--- src/rtl/axis_packet_arbiter.sv ---
// Packet-granular round-robin AXI-Stream arbiter: merges NUM_STREAMS slave inputs
// onto one master output, holding each grant until the granted input's tlast handshakes.
module axis_packet_arbiter #(
  parameter int AXIS_BYTES     = 1,
  parameter int AXIS_USER_BITS = 1,
  parameter int NUM_STREAMS    = 2,
  parameter int ID_BITS        = $clog2(NUM_STREAMS)
) (
  input  logic                                    clk,
  input  logic                                    sreset,
  output logic [NUM_STREAMS-1:0]                  axis_i_tready,
  input  logic [NUM_STREAMS-1:0]                  axis_i_tvalid,
  input  logic [NUM_STREAMS-1:0]                  axis_i_tlast,
  input  logic [NUM_STREAMS*AXIS_BYTES*8-1:0]     axis_i_tdata,
  input  logic [NUM_STREAMS*AXIS_USER_BITS-1:0]   axis_i_tuser,
  input  logic                                    axis_o_tready,
  output logic                                    axis_o_tvalid,
  output logic                                    axis_o_tlast,
  output logic [AXIS_BYTES*8-1:0]                 axis_o_tdata,
  output logic [AXIS_USER_BITS-1:0]               axis_o_tuser,
  output logic [ID_BITS-1:0]                      axis_o_tid
);

  localparam int DATA_W = AXIS_BYTES * 8;

  localparam logic [0:0] ST_IDLE = 1'b0;
  localparam logic [0:0] ST_BUSY = 1'b1;

  logic [0:0]          state_q, state_d;
  logic [ID_BITS-1:0]  grant_q, grant_d;
  logic [ID_BITS-1:0]  last_grant_q, last_grant_d;
  logic [ID_BITS-1:0]  rr_pick;
  logic [ID_BITS-1:0]  rr_idx;
  logic                rr_found;
  logic                busy;

  logic [DATA_W-1:0]         data_arr [NUM_STREAMS];
  logic [AXIS_USER_BITS-1:0] user_arr [NUM_STREAMS];

  assign busy = (state_q == ST_BUSY);

  // Only the granted input ever sees ready, so everyone else holds their beat.
  generate
    for (genvar gi = 0; gi < NUM_STREAMS; gi++) begin : g_in
      assign data_arr[gi]      = axis_i_tdata[gi*DATA_W +: DATA_W];
      assign user_arr[gi]      = axis_i_tuser[gi*AXIS_USER_BITS +: AXIS_USER_BITS];
      assign axis_i_tready[gi] = busy && (grant_q == ID_BITS'(gi)) && axis_o_tready;
    end
  endgenerate

  always_comb begin
    axis_o_tvalid = busy && axis_i_tvalid[grant_q];
    axis_o_tlast  = axis_i_tlast[grant_q];
    axis_o_tdata  = data_arr[grant_q];
    axis_o_tuser  = user_arr[grant_q];
    axis_o_tid    = grant_q;
  end

  // Scan starts just after the previous winner and wraps modulo NUM_STREAMS.
  always_comb begin
    rr_pick  = '0;
    rr_idx   = '0;
    rr_found = 1'b0;
    for (int k = 1; k <= NUM_STREAMS; k++) begin
      rr_idx = ID_BITS'((int'(last_grant_q) + k) % NUM_STREAMS);
      if (!rr_found && axis_i_tvalid[rr_idx]) begin
        rr_pick  = rr_idx;
        rr_found = 1'b1;
      end
    end
  end

  always_comb begin
    state_d      = state_q;
    grant_d      = grant_q;
    last_grant_d = last_grant_q;
    if (state_q == ST_IDLE) begin
      if (rr_found) begin
        grant_d = rr_pick;
        state_d = ST_BUSY;
      end
    end else begin
      if (axis_o_tvalid && axis_o_tready && axis_o_tlast) begin
        last_grant_d = grant_q;
        state_d      = ST_IDLE;
      end
    end
  end

  always_ff @(posedge clk) begin
    if (sreset) begin
      state_q      <= ST_IDLE;
      grant_q      <= '0;
      last_grant_q <= ID_BITS'(NUM_STREAMS - 1);
    end else begin
      state_q      <= state_d;
      grant_q      <= grant_d;
      last_grant_q <= last_grant_d;
    end
  end

endmodule

--- config.mk ---
export PLATFORM = sky130hd
export DESIGN_NAME = axis_packet_arbiter
export DESIGN_NICKNAME = d
export VERILOG_FILES = /design/src/rtl/axis_packet_arbiter.sv
export SDC_FILE = /design/constraint.sdc
export NUM_CORES = 1
export LEC_CHECK = 0
export CAP_MARGIN = 20
export CORE_AREA = 2 2 39 41
export CTS_CLUSTER_DIAMETER = 100
export DETAILED_ROUTE_END_ITERATION = 10
export DIE_AREA = 0 0 41 43
export PLACE_DENSITY_LB_ADDON = 0.15
export SYNTH_ARGS = -nofsm -noshare
export SYNTH_HDL_FRONTEND = slang
export SYNTH_SLANG_ARGS = --single-unit
--- constraint.sdc ---
create_clock -name clk -period 1.6 [get_ports clk]
set_input_delay 0.16 -clock clk [delete_from_list [all_inputs] [get_ports clk]]
set_output_delay 0.16 -clock clk [all_outputs]
set_load 0.01 [all_outputs]
# Word-level counts from Yosys, hierarchy flattened
# Index checks and enable logic that the tools add are counted.
# word_totals
ff_bits	3
inputBits	25
out_inout_bits	14
word_cells	44
# op_classes
n_addsub	2
order_cmp	4
mux	21
bitwise	3
n_reduce_logical	11
# op_table
operator	count
$mux 8	3
$mux 1	18
$logic_and 1x1->1	8
$lt 1x2->1 const B	3
$reduce_and 2->1	2
$add 1x1->1 const B	2
$ge 2x2->1 const B	1
$not 1->1	2
$not 1->2	1
$logic_not 1->1	1

# Depth between registers and ports, before layout
# Gate-level depths: netlist (run 1).
# logic_depth
depth_word	9
mapped_depth	3
depth_no_buf	3

# Worst setup path after synthesis (run 1)
# OpenSTA, ideal clock, no wires.
# synth_path
kind	reg2out
start	register grant_q, in the netlist axis_o_tid
end	output axis_o_tdata[0]
arrival_ns	1.073
t_required_ns	1.440
slack_ns	0.367
stages_incl_launch_ff	3
path_buffers	1
path_cell_list	dfxtp_1 buf_2 mux2_2
# synth_between
elab_chain_cells	4
# synth_lines
item	line_no	source
start, declared	30	logic [ID_BITS-1:0] grant_q, grant_d;
start signal, assigned	97	grant_q <= grant_d;
$not 1->2 (not written as such)	54	axis_o_tdata = data_arr[grant_q];
$mux 8 (not written as such) (3 in a row)	54	
end, declared	19	output logic [AXIS_BYTES*8-1:0] axis_o_tdata,
# Every way passes these cells. The select of a mux whose other input is x is not followed.

# Final worst setup path (run 1)
# Ends and elaborated chain as after synthesis.

==> results.json, run 1 <==
{
  "via_count_of_the_first_global_routing_pass": 372,
  "synth_cells": 29,
  "status": "finished clean",
  "initialDrtViolationCount": 0,
  "crit_required_ns": 1.44,
  "placed_cells_incl_taps": 85,
  "total_leakage_power_nw": 0.313,
  "clock_tree_from_tritoncts": "done",
  "start_util_pct": 19.8,
  "synth_mux_area_share_pct": 46.1,
  "synth_register_bits": 3,
  "remaining_global_route_overflow": 0,
  "worstRegToRegCells": 4,
  "crit-reg2reg-capture": "last_grant_q$_SDFFE_PP1P_",
  "synth_area_in_adders_pct": 0,
  "number_of_warnings_printed_during_yosys_synthesis": 0,
  "post_synth_instance_area_um2": 274,
  "synth_top_cell_area_share_pct": 37.0,
  "rsz_0062_raised_after_global_routing": "no",
  "post_route_minimum_period_ns": 1.51,
  "fin_cells": 89,
  "antenna_violating_nets_post_route": 0,
  "clock-sinks": 3,
  "synth_xor_area_share_pct": 0,
  "synth_cell_types": 16,
  "rows": 14,
  "achievable-frequency_ghz": 0.661,
  "min_delay_worst_endpoint": "last_grant_q$_SDFFE_PP1P_",
  "io_buffer_count": 38,
  "route.vias.total": 378,
  "synth-compound-area-share_pct": 10.5,
  "synth-seq-area-share_pct": 21.9,
  "syn-num-nets": 54,
  "grt_resource_usage_total_pct": 13.8,
  "hpwl_um": 931,
  "grt_max_degree": 16,
  "routed_len_inst_um": 12.4,
  "totalNegativeSetupSlack_ns": 0,
  "path_max_fanout": 15,
  "max-vdd-ir-drop_v": 0.000378,
  "clockPowerShare_pct": 33.4,
  "overall_power_of_the_completed_layout_mw": 0.381,
  "holdWs_ns": 0.457,
  "cts_max_path_buffers": 2,
  "synthFlopType": "sky130_fd_sc_hd__dfxtp_1",
  "floorplan.die.width_um": 41,
  "drv_cap": 0,
  "postSynth.asyncResetShare_pct": 0,
  "dr.pass1.iters": 1,
  "final_core_util_pct": 51.8,
  "finClkSkew_ns": 0.000114,
  "power.net_switching_mw": 0.0925,
  "initial_antenna_violation_count": 0,
  "criticalPathCategory": "register to primary output",
  "gp_congestion": 0.721,
  "cts_hold_fix_bufs": 0,
  "tritoncts.num_buffers": 3,
  "num-fill-cells": 153,
  "vias_per_cell": 4.25,
  "post_cts_resized": 12,
  "synth_top_cells_by_area": "sky130_fd_sc_hd__mux2_2 (37%), sky130_fd_sc_hd__dfxtp_1 (22%), sky130_fd_sc_hd__mux2_4 (5.5%)",
  "timing.final.setup_violations": 0,
  "path_clk_slew_ns": 0.03,
  "r2r-start": "axis_o_tid$_SDFFE_PP0P_",
  "largest_family_of_logic_cells_by_synthesized_area": "multiplexers",
  "critPathCaptureType": "primary output",
  "grt_pass1_wl_mm": 1.67,
  "top_level_ports": 39,
  "setup.reg_to_reg.worst_slack_ns": 0.37,
  "min_delay_path_depth": 1,
  "comb_power_share_pct": 44.1,
  "floorplan.die.height_um": 43,
  "power_switching_share_pct": 24.3,
  "number_of_enable_flip_flop_cells_after_synthesis": 0,
  "pwr_density_cell_mw_per_mm2": 531,
  "seq_power_share_pct": 22.4,
  "design.final.nets": 99,
  "cts.root.buffer_cell": "sky130_fd_sc_hd__clkbuf_4",
  "antenna_cells": 0,
  "post_route_cells_drive_above_1_share_pct": 23.3,
  "syn-mean-instance-area_um2": 9.45,
  "clk_latency_ns": 0.23,
  "placeableCoreArea_mm2": 0.00138,
  "synth_commonest_cells": "sky130_fd_sc_hd__mux2_2 (9), sky130_fd_sc_hd__dfxtp_1 (3), sky130_fd_sc_hd__and3_1 (2), sky130_fd_sc_hd__inv_1 (2), sky130_fd_sc_hd__nand2_1 (2)",
  "final-hold-violation-count": 0,
  "die_ar_mm2": 0.00176,
  "data_arrival_critical_path_ns": 1.35,
  "timing.max_slew.rel_slack_pct": 88.5,
  "synth-simple-area-share_pct": 16.9,
  "synth_top_area_cell": "sky130_fd_sc_hd__mux2_2",
  "finalWirelength_mm": 1.10,
  "fin_crit_sh_pct": 94.5,
  "worstMarginPinSlew_ns": 0.168,
  "post-synth-top-count-cell": "sky130_fd_sc_hd__mux2_2",
  "synthToLayoutAreaGrowth_pct": 162,
  "startpoint_type": "register",
  "internal_power_mw": 0.288,
  "remaining_drc_errors": 0,
  "timing.final.max_slew_violations": 0,
  "min_from": "last_grant_q$_SDFFE_PP1P_",
  "class_of_the_most_critical_hold_timing_path": "register to register",
  "cts_setup_buffers": 0,
  "cts_htree_levels": 1
}
-- per-layer routing --
metal / up-vias / global-route usage [%] / share of wire, %
met1: 175 / 16.1 / 43
met3: 0 / 3.14 / 3.6
met5: - / 0 / 0
met4: 0 / 6.00 / 0
li1: 196 / - / -
met2: 7 / 22.5 / 53
-- cell families (layout without fill, tap and decap cells) --
group           after synthesis  after routing
mux                          11             11
flops                         3              3
simple gates                  8              8
compound gates                4              4
buf+inv                       3             47
-- stage by stage --
| stage | cell area [µm²] | setup WS (ns) |
|---|---|---|
| floorplan | 274 | 0.367 |
| global placement | 704 | 0.0740 |
| detailed placement | 704 | 0.0649 |
| CTS | 716 | 0.0684 |
| global route | 717 | 0.00338 |
| finish | 717 | 0.0878 |
-- worst max path at each step --
stage / end / startpoint / depth (start not counted)
after floorplan: axis_o_tdata[0] / axis_o_tid$_SDFFE_PP0P_ / 2
after global placement: axis_o_tvalid / axis_i_tvalid[1] / 4
after detailed placement: axis_o_tvalid / axis_i_tvalid[1] / 4
after CTS: axis_o_tdata[0] / axis_o_tid$_SDFFE_PP0P_ / 3
after global routing: axis_i_tready[0] / axis_o_tready / 4
final: axis_o_tdata[0] / axis_o_tid$_SDFFE_PP0P_ / 3
-- worst max-delay path, cell delays in order (launching register included) --
cell,delay [ns]
sky130_fd_sc_hd__dfxtp_1,0.34
sky130_fd_sc_hd__buf_12,0.15
sky130_fd_sc_hd__mux2_2,0.34
sky130_fd_sc_hd__dlygate4sd2_1,0.29
-- power groups by stage --
stage          logic (mW)  clock network (mW)  registers (mW)
2_1_floorplan      0.0572                   0          0.0867
3_3_place_gp        0.185                   0          0.0858
3_5_place_dp        0.187                   0          0.0859
4_1_cts             0.170               0.134          0.0849
5_1_grt             0.179               0.144          0.0862
6_report            0.168               0.127          0.0855
-- area by class of cell --
cell class / instances / area [µm²] / area share [%]
timing repair buffer: 41 / 400 / 55.8
clock buffer: 4 / 26.3 / 3.66
sequential: 3 / 61.3 / 8.55
multi-input combinational: 23 / 201 / 28.1
inverter: 2 / 7.51 / 1.05
tap: 16 / 20.0 / 2.79
-- placed cells by master, fill, tap and decap left out --
cell	n
sky130_fd_sc_hd__dfxtp_2	1
sky130_fd_sc_hd__nand2_1	2
sky130_fd_sc_hd__o311a_1	1
sky130_fd_sc_hd__mux2_4	1
sky130_fd_sc_hd__o21ai_0	1
sky130_fd_sc_hd__clkbuf_4	3
sky130_fd_sc_hd__mux2i_1	1
sky130_fd_sc_hd__and3_1	2
sky130_fd_sc_hd__clkdlybuf4s50_1	26
sky130_fd_sc_hd__buf_4	2
sky130_fd_sc_hd__clkbuf_1	1
sky130_fd_sc_hd__a21oi_1	1
sky130_fd_sc_hd__inv_1	2
sky130_fd_sc_hd__buf_12	1
sky130_fd_sc_hd__nand4b_1	1
sky130_fd_sc_hd__nor2b_1	1
sky130_fd_sc_hd__mux2_2	9
sky130_fd_sc_hd__nand3b_1	1
sky130_fd_sc_hd__a211o_1	1
sky130_fd_sc_hd__dlygate4sd2_1	12
sky130_fd_sc_hd__dfxtp_1	2
sky130_fd_sc_hd__nor2_1	1
-- flip-flops by register name, indices dropped and copies added, names as in the netlist --
signal        count
axis_o_tid        1
last_grant_q      1
busy              1
Note: power is estimated with default switching activity, not from simulation.
==> inputs of run 2 (changes only) <==
Settings changed: HOLD_SLACK_MARGIN from default to 0.03.
==> results of run 2 <==
No change in the layout: final DEF, timing and power equal those of run 1.
